$ cat config.mk
export PLATFORM = sky130hd
export DESIGN_NAME = seg_scan_ctrl
export DESIGN_NICKNAME = d
export VERILOG_FILES = /design/src/rtl/seg_pkg.sv /design/src/rtl/segled.sv /design/src/rtl/seg_scan_ctrl.sv
export SDC_FILE = /design/constraint.sdc
export NUM_CORES = 1
export LEC_CHECK = 0
export CORE_MARGIN = 4
export CORE_UTILIZATION = 60
export CTS_CLUSTER_SIZE = 30
export DETAILED_ROUTE_END_ITERATION = 10
export GPL_TIMING_DRIVEN = 1
export PLACE_DENSITY = 0.81
export SETUP_SLACK_MARGIN = 0.02
export SLEW_MARGIN = 15
export SYNTH_ARGS = -nofsm -noshare
export SYNTH_HDL_FRONTEND = slang
export SYNTH_SLANG_ARGS = --single-unit
$ cat constraint.sdc
create_clock -name clk -period 6.1 [get_ports clk]
set_clock_uncertainty 0.15 [all_clocks]
set_input_delay 0.61 -clock clk [delete_from_list [all_inputs] [get_ports clk]]
set_output_delay 0.61 -clock clk [all_outputs]
set_load 0.03 [all_outputs]
$ cat src/rtl/seg_pkg.sv
// Shared constants for the multiplexed 7-segment scan controller:
// register map, scan state encoding and control bit positions.
package seg_pkg;

  localparam logic [1:0] REG_DATA_HI = 2'd0;
  localparam logic [1:0] REG_DATA_LO = 2'd1;
  localparam logic [1:0] REG_MASK    = 2'd2;
  localparam logic [1:0] REG_CTRL    = 2'd3;

  localparam logic [1:0] ST_OFF  = 2'd0;
  localparam logic [1:0] ST_SHOW = 2'd1;
  localparam logic [1:0] ST_GAP  = 2'd2;

  localparam int unsigned EN_BIT = 0;

  // Digit index to active-high one-hot digit enable.
  function automatic logic [3:0] digit_onehot(input logic [1:0] i);
    return 4'(4'b0001 << i);
  endfunction

endpackage

$ cat src/rtl/segled.sv
// Hex nibble to 7-segment decoder, active-low outputs, z[6:0] = g..a.
module segled (
  input  logic [3:0] x,
  output logic [6:0] z
);

  always_comb begin
    z = 7'h7F;
    case (x)
      4'h0: z = 7'h40;
      4'h1: z = 7'h79;
      4'h2: z = 7'h24;
      4'h3: z = 7'h30;
      4'h4: z = 7'h19;
      4'h5: z = 7'h12;
      4'h6: z = 7'h02;
      4'h7: z = 7'h78;
      4'h8: z = 7'h00;
      4'h9: z = 7'h10;
      4'hA: z = 7'h08;
      4'hB: z = 7'h03;
      4'hC: z = 7'h46;
      4'hD: z = 7'h21;
      4'hE: z = 7'h06;
      4'hF: z = 7'h0E;
      default: z = 7'h7F;
    endcase
  end

endmodule

$ cat src/rtl/seg_scan_ctrl.sv
// CPU-bus peripheral scanning a 4-digit multiplexed 7-segment display with
// a programmable per-digit dwell followed by an all-dark anti-ghosting gap.
module seg_scan_ctrl
  import seg_pkg::*;
#(
  parameter int unsigned DIV       = 2080,
  parameter int unsigned BLANK_CYC = 16
) (
  input  logic       clk,
  input  logic       rst,
  input  logic       cs,
  input  logic       read,
  input  logic [1:0] address,
  input  logic [7:0] din,
  output logic [7:0] dout,
  output logic [7:0] seg,
  output logic [3:0] dig
);

  localparam int unsigned CNT_W = $clog2(DIV);

  logic [7:0]       data_hi;
  logic [7:0]       data_lo;
  logic [7:0]       mask;
  logic             en;
  logic [7:0]       rd_data;

  logic [1:0]       state;
  logic [1:0]       state_d;
  logic [1:0]       idx;
  logic [1:0]       idx_d;
  logic [CNT_W-1:0] cnt;
  logic [CNT_W-1:0] cnt_d;
  logic             frame;
  logic             frame_d;
  logic [7:0]       seg_d;
  logic [3:0]       dig_d;
  logic [3:0]       nibble;
  logic [6:0]       glyph;
  logic [3:0]       dp;
  logic [3:0]       blank;

  assign dp    = mask[3:0];
  assign blank = mask[7:4];

  // Register file writes
  always_ff @(posedge clk or negedge rst) begin
    if (!rst) begin
      data_hi <= '0;
      data_lo <= '0;
      mask    <= '0;
      en      <= 1'b0;
    end else if (cs && !read) begin
      case (address)
        REG_DATA_HI: data_hi <= din;
        REG_DATA_LO: data_lo <= din;
        REG_MASK:    mask    <= din;
        REG_CTRL:    en      <= din[EN_BIT];
        default: ;
      endcase
    end
  end

  always_comb begin
    rd_data = data_hi;
    case (address)
      REG_DATA_HI: rd_data = data_hi;
      REG_DATA_LO: rd_data = data_lo;
      REG_MASK:    rd_data = mask;
      REG_CTRL:    rd_data = {frame, 3'b000, idx, 1'b0, en};
      default:     rd_data = data_hi;
    endcase
  end

  // Read data is held between requests, matching SRAM read latency
  always_ff @(posedge clk or negedge rst) begin
    if (!rst) begin
      dout <= '0;
    end else if (cs && read) begin
      dout <= rd_data;
    end
  end

  // Scan sequencing: OFF -> SHOW (dwell) -> GAP (dark) -> SHOW next digit
  always_comb begin
    state_d = state;
    idx_d   = idx;
    cnt_d   = cnt;
    frame_d = frame;
    if (!en) begin
      state_d = ST_OFF;
      idx_d   = '0;
      cnt_d   = '0;
    end else begin
      case (state)
        ST_SHOW: begin
          if (cnt == CNT_W'(DIV - 1)) begin
            state_d = ST_GAP;
            cnt_d   = '0;
          end else begin
            cnt_d = cnt + 1'b1;
          end
        end
        ST_GAP: begin
          if (cnt == CNT_W'(BLANK_CYC - 1)) begin
            state_d = ST_SHOW;
            cnt_d   = '0;
            idx_d   = idx + 2'd1;
            if (idx == 2'd3) begin
              frame_d = ~frame;
            end
          end else begin
            cnt_d = cnt + 1'b1;
          end
        end
        default: begin
          state_d = ST_SHOW;
          idx_d   = '0;
          cnt_d   = '0;
        end
      endcase
    end
  end

  // Decode the digit that will be lit after this edge so dig and seg switch together
  always_comb begin
    nibble = data_lo[3:0];
    case (idx_d)
      2'd0:    nibble = data_hi[7:4];
      2'd1:    nibble = data_hi[3:0];
      2'd2:    nibble = data_lo[7:4];
      default: nibble = data_lo[3:0];
    endcase
  end

  segled u_segled (
    .x (nibble),
    .z (glyph)
  );

  always_comb begin
    dig_d = '0;
    seg_d = 8'hFF;
    if (state_d == ST_SHOW) begin
      dig_d = digit_onehot(idx_d);
      if (!blank[idx_d]) begin
        seg_d = {~dp[idx_d], glyph};
      end
    end
  end

  always_ff @(posedge clk or negedge rst) begin
    if (!rst) begin
      state <= ST_OFF;
      idx   <= '0;
      cnt   <= '0;
      frame <= 1'b0;
      seg   <= 8'hFF;
      dig   <= '0;
    end else begin
      state <= state_d;
      idx   <= idx_d;
      cnt   <= cnt_d;
      frame <= frame_d;
      seg   <= seg_d;
      dig   <= dig_d;
    end
  end

endmodule

==> impl_results.md, run 1 <==
* Outcome: complete, no violations
* Syn Nets at 339
* Max_slew headroom at 36.5%
* Root Buffer: clkbuf_8
* ANT cells at 0
* Detailed-route DRC error count at 0
* Combinational share of power at 29.9%
* Setup bufs post-CTS at 0
* Critical Path RT at 6.21 ns
* Htree depth at 3
* Final number of hold-violating endpoints at 0
* Mapped Cells at 315
* Skew-Pair Late Insertion Delay at 0.33 ns
* Post-synth cell types at 68
* CTS resizes at 0
* Drt wl/cell at 17.7 um
* Initial Utilization at 62.4%
* Fmax at 258 MHz
* Most Used Layer, Global Route: met2
* Post-DP HPWL at 5.43 mm
* Gr ovfl total at 0
* GRT met3 Usage at 5.59%
* DRT antenna net count at 0
* Worst hold-check path type: in -> async
* Most common cell in the synthesized netlist: dfrtp_1
* Switch Pwr at 424 uW
* Net Sw Frac at 32.6%
* Async SR Flop Fraction at 100%
* Chip height at 84.2 um
* Hold buffers post-CTS at 0
* DIE AREA at 0.00708 mm^2
* Seq pwr share at 42.1%
* Synth Register Bits at 62
* CP max FO at 17
* Pin count of the biggest net entering global routing at 63
* Total CTS buffers at 9
* Slew @ Worst Pin at 0.952 ns
* Met1 Use GR at 29.4%
* Global placer's final weighted congestion at 0.917
* CP bufs+invs at 2
* Rows at 27
* Via count at 2,608
* Final setup fails at 0
* Time the worst path needs with I/O delays and setup at 3.87 ns
* Crit path DAT at 3.98 ns
* 1st-iter DRT viols at 257
* Max-slew violations at 0
* P&R area growth vs syn at 16.4%
* DIE WIDTH at 84.2 um
* Final setup TNS at 0 ns
* Routing usage on met2 at 36.6%
* Core Area at 0.00557 mm^2
* Fin crit share at 63.5%
* CP peak stage delay at 0.62 ns
* Internal power at 875 uW
* Post-synthesis cell type with the largest combined area: dfrtp_1
* Synth cell count leaders: dfrtp_1, nor2_1, nand2_1
* GR Util All Layers at 22.8%
* Hold_ws at 0.284 ns
* CTS tree: built
* CP Capture Type: register
* Maxcap violations at 0
* CP top delay family: compound AO/OA/AOI/OAI gates
* Pre-antenna DRT Iters at 5
* DR vias/cell at 6.08
* EDFF count, synth at 0
* Unrepaired setup endpoints after global routing: no
* I/O pins at 34
* Cell area after synthesis at 0.00348 mm^2
* Crit path cell chain: inv_1 -> ha_1 -> or4b_1 -> nor4_4 -> o31ai_4 -> o31ai_1 -> inv_1 -> ha_1 -> mux2_4 -> a221o_1
* Register area share after synthesis at 44.9%
* Initial antenna violation count at 0
* Startpoint type of the worst setup path: register
* Clk buf depth at 2
* Global-route wire length before repair at 12.7 mm
* Crit path kind: reg -> reg
* Clk pwr share at 28.0%
* Pleak at 0.00174 uW
* Peak VDD IR at 0.267 mV
* Core Util, Final at 72.7%
* Area share of the largest cell type after synthesis at 38.8%
* Buffers added on ports at 33
* Clock-pin slew on the worst setup and hold paths at 0.07 ns
* CTS sink cnt at 62
* Mean Syn Cell Area at 11.1 um^2
* Vias in the first global route at 2,565
* Synth Warn # at 0
* Share of layout cells above drive strength 1 at 22.1%
* Final WL at 7.61 mm
* Slowest library cell on the worst path: o31ai_1
* PD cells at 321 mW/mm^2
* Nets at 376
* Main synth FF type: dfrtp_1
* Synth area leaders: dfrtp_1, mux2_2, dfstp_2
[path summary, 6_finish.rpt]
path	from	endpoint	slack, ns	depth (start not counted)
min	rst	cnt[5]	0.28	2
max reg2reg	state[0]	seg[6]	2.23	10
min in group clk	cnt[0]	cnt[0]	0.33	1
max in group asynchronous	rst	data_hi[7]	5.02	2
min reg2reg	cnt[0]	cnt[0]	0.33	1
max	state[0]	seg[6]	2.23	10
[per-stage QoR]
step                cell area, um^2  total power (uW)  setup WS [ns]  cells
global placement               3850               927           2.39    413
finish                         4050              1300           2.23    429
global route                   4050              1370           2.00    429
CTS                            4050              1310           2.21    429
detailed placement             3850               937           2.24    413
floorplan                      3480               804           2.65    315
[cell type report]
class                   instances  area, um^2
clock buffers                  13         159
flip-flops and latches         62        1560
clock inverters                 3        42.5
repair buffers                 35         340
multi-input cells             229        1800
inverters                      15        61.3
well taps                      72        90.1
fillers                       398        1520
[power by group through the flow]
stage	registers, uW	clock network, uW	logic, uW
2_1_floorplan	597	0	207
3_3_place_gp	551	0	376
3_5_place_dp	552	0	384
4_1_cts	546	371	388
5_1_grt	557	391	418
6_report	547	364	388
[logic make-up (layout without fill, tap and decap cells)]
group	Yosys count	after routing	synth area share (%)
flops	62	62	44.9
simple gates	106	106	15.5
mux	42	42	15.0
xor+xnor	14	14	3.52
fa+ha+maj	10	10	3.59
buf+inv	24	66	3.49
compound gates	57	57	14.1
[worst register-to-register path: stages, from the launching register on]
cell	delay (ns)
dfrtp_1	0.42
inv_1	0.07
ha_1	0.34
or4b_1	0.53
nor4_4	0.32
o31ai_4	0.29
o31ai_1	0.63
inv_1	0.17
ha_1	0.27
mux2_4	0.27
a221o_1	0.35
[sequential cells by signal (all words and copies together) (netlist names)]
name,count
state,2
data_hi,8
cnt,12
en,1
dig,4
data_lo,8
seg,8
frame,1
dout,8
idx,2
mask,8
[layer usage]
metal	vias up	wire length (um)
met5	-	0
met4	0	231
met3	21	370
met2	68	3680
met1	1283	3330
li1	1236	-
[placed cells by master, fill, tap and decap left out, drive strengths merged, types with 2 or more instances in the layout]
| master | n |
|---|---|
| a221o | 3 |
| and3 | 9 |
| a21oi | 9 |
| dfstp | 8 |
| nor2 | 32 |
| o31ai | 4 |
| xnor2 | 6 |
| a31o | 2 |
| or2 | 2 |
| ha | 10 |
| nand3 | 7 |
| clkbuf | 13 |
| xor2 | 8 |
| o21ai | 12 |
| clkdlybuf4s50 | 32 |
| mux4 | 5 |
| inv | 14 |
| dfrtp | 54 |
| nor4 | 7 |
| mux2i | 10 |
| nand4 | 3 |
| nor3 | 2 |
| nor2b | 2 |
| mux2 | 27 |
| o211ai | 4 |
| a32oi | 3 |
| buf | 3 |
| a221oi | 2 |
| nand2 | 33 |
| a211oi | 4 |
| clkinv | 2 |
(Power assumes the default switching activity.)
==> inputs of run 2 (changes only) <==
Settings changed: CORE_UTILIZATION 60 to 52, PLACE_DENSITY 0.81 to 0.75.
Clock period 6.1 ns to 3.5 ns, I/O delays scaled along.
==> impl_results.md, run 2 (synthesis results as in run 1) <==
* Slowest library cell on the worst path: or4b_1
* Outcome: complete, no violations
* R2r startpoint: state[0]
* CP peak stage delay at 0.50 ns (-0.12 ns)
* Worst Reg-to-Reg Cells at 11 (+1)
* DIE AREA at 0.00807 mm^2 (+14%)
* Time the worst path needs with I/O delays and setup at 3.36 ns (-0.513 ns)
* Most frequent cells in the layout: dfrtp_1, nor2_1, clkdlybuf4s50_1
* Largest register by flop count: cnt
* Fin crit share at 96.0% (+33 points)
* Max FFs per register at 12 (unchanged)
* Slew @ Worst Pin at 0.797 ns (-0.155 ns)
* Core Util, Final at 64.8% (-7.9 points)
* Clock-pin slew on the worst setup and hold paths at 0.08 ns (about the same)
* CP Capture Type: register
* Buffers added on ports at 33 (unchanged)
* Fmax at 298 MHz (+15%)
* Clk buf depth at 2 (unchanged)
* Chip height at 89.8 um (+6.7%)
* Share of layout cells above drive strength 1 at 25.5% (+3.3 points)
* Pre-CTS setup slack at 0.163 ns (-2.08 ns)
* Max-slew violations at 0 (unchanged)
* Unrepaired setup endpoints after global routing: no
* GR Util All Layers at 20.3% (-2.5 points)
* Initial antenna violation count at 0 (unchanged)
* Pleak at 0.00180 uW (+3.3%)
* Pre-antenna DRT Iters at 4 (-1)
* Final setup TNS at 0 ns (unchanged)
* Crit path DAT at 3.48 ns (-0.50 ns)
* R2r setup slk at 0.14 ns (-2.09 ns)
* Total power at 2290 uW (+76%)
* Final WL at 7.84 mm (+3.0%)
* Global placer's final weighted congestion at 0.899 (-1.9%)
* Htree depth at 3 (unchanged)
* Nets at 388 (+3.2%)
* PD cells at 550 mW/mm^2 (+72%)
* Initial Utilization at 54.2% (-8.2 points)
* Skew-Pair Late Insertion Delay at 0.34 ns (about the same)
* Drt wl/cell at 17.6 um (-0.91%)
* Critical path origin: state[0]
* Fillcell total at 524 (+32%)
* Startpoint type of the worst setup path: register
* Final setup fails at 0 (unchanged)
* Root Buffer: clkbuf_8
* Maxcap violations at 0 (unchanged)
* Pin count of the biggest net entering global routing at 29 (-54%)
* Crit path cell chain: inv_1 -> ha_2 -> or4b_1 -> nor4_4 -> buf_4 -> o31ai_4 -> buf_4 -> a2111oi_4 -> a31o_4 -> mux2_4 -> a221o_1
* Worst r2r dst: seg[6]
* Post-DP HPWL at 5.84 mm (+7.5%)
* CTS sink cnt at 62 (unchanged)
* CTS tree: built
* I/O pins at 34 (unchanged)
* CP max FO at 6 (-11)
* Worst hold-check path type: reg -> reg
* Rows at 29 (+7.4%)
* Max_slew headroom at 46.7% (+10 points)
* Crit path capture: seg[6]
* Most common cell after layout, fill and taps aside: dfrtp_1
* DR vias/cell at 5.85 (-3.7%)
* Hold_ws at 0.325 ns (+0.0404 ns)
* Global-route wire length before repair at 13.1 mm (+3.4%)
* Total CTS buffers at 9 (unchanged)
* Core Area at 0.00642 mm^2 (+15%)
* Via count at 2,610 (+0.077%)
* Final number of hold-violating endpoints at 0 (unchanged)
* Final setup margin at 0.139 ns (-2.09 ns)
* Peak VDD IR at 0.329 mV (+23%)
* P&R area growth vs syn at 19.6%
* DRT antenna net count at 0 (unchanged)
* DIE WIDTH at 89.8 um (+6.7%)
* 1st-iter DRT viols at 138 (-46%)
* Critical Path RT at 3.62 ns (-2.59 ns)
* Vias in the first global route at 2,607 (+1.6%)
* Gr ovfl total at 0 (unchanged)
* Detailed-route DRC error count at 0 (unchanged)
* Crit path kind: reg -> reg
* ANT cells at 0 (unchanged)
* CP dominant cell by count: buf_4
[run 2: cell types whose count changed in the layout (fill, tap and decap cells not counted)]
cell	change
inv_6	+1
o31ai_2	+1
clkinv_4	+2
buf_4	+11
ha_1	-1
clkbuf_1	-2
dlygate4sd3_1	+1
ha_2	+1
o31ai_1	-1
clkbuf_8	-1
[run 2: worst min-delay path by stage]
stage,startpoint,endpoint,slack (ns),depth (start not counted)
global placement,rst,cnt[8],0.26,1
CTS,frame,frame,0.32,1
global route,frame,frame,0.34,1
floorplan,rst,cnt[0],-0.1,0
detailed placement,rst,idx[0],0.26,1
finish,frame,frame,0.32,1
[run 2: worst max-delay path, delay by kind of cell (launching register included)]
| kind | cells | cell delay [ns] |
|---|---|---|
| flops | 1 | 0.42 |
| buf+inv | 3 | 0.42 |
| mux | 1 | 0.29 |
| fa+ha+maj | 1 | 0.21 |
| compound gates | 4 | 1.02 |
| simple gates | 2 | 0.76 |
[run 2: area by class of cell]
cell class              instances  area [um^2]  area share [%]
multi-input cells             229         1810            43.4
flip-flops and latches         62         1560            37.5
repair buffers                 47          433            10.4
clock buffers                  10          138            3.31
well taps                      77         96.3            2.31
clock inverters                 6         68.8            1.65
inverters                      15         61.3            1.47
[run 2: per-stage QoR]
step	instance area, um^2	cells
5_1_grt	4160	446
2_1_floorplan	3480	315
6_report	4160	446
3_5_place_dp	3900	424
3_3_place_gp	3900	424
4_1_cts	4120	441
[run 2: layer usage]
metal | part of all wire, % | vias to the layer above | global-route usage (%)
met4 | 0.92 | 0 | 5.24
met2 | 49 | 63 | 33.8
met5 | 0 | - | 0
li1 | - | 1249 | -
met1 | 46 | 1290 | 26.7
met3 | 4.2 | 8 | 4.84
[run 2: repair_timing]
item,4_1_cts,5_1_grt
hold buffers,1,0
resized for setup,0,2
endpoints found under the hold margin,26,0
setup buffers,0,5
setup endpoints to repair,0,5
[run 2: power breakdown]
group          leakage, uW  internal [uW]  total [uW]  switching (uW)
sequential        0.000778            852         951            98.9
clock             0.000103            352         649             298
combinational     0.000916            317         691             375
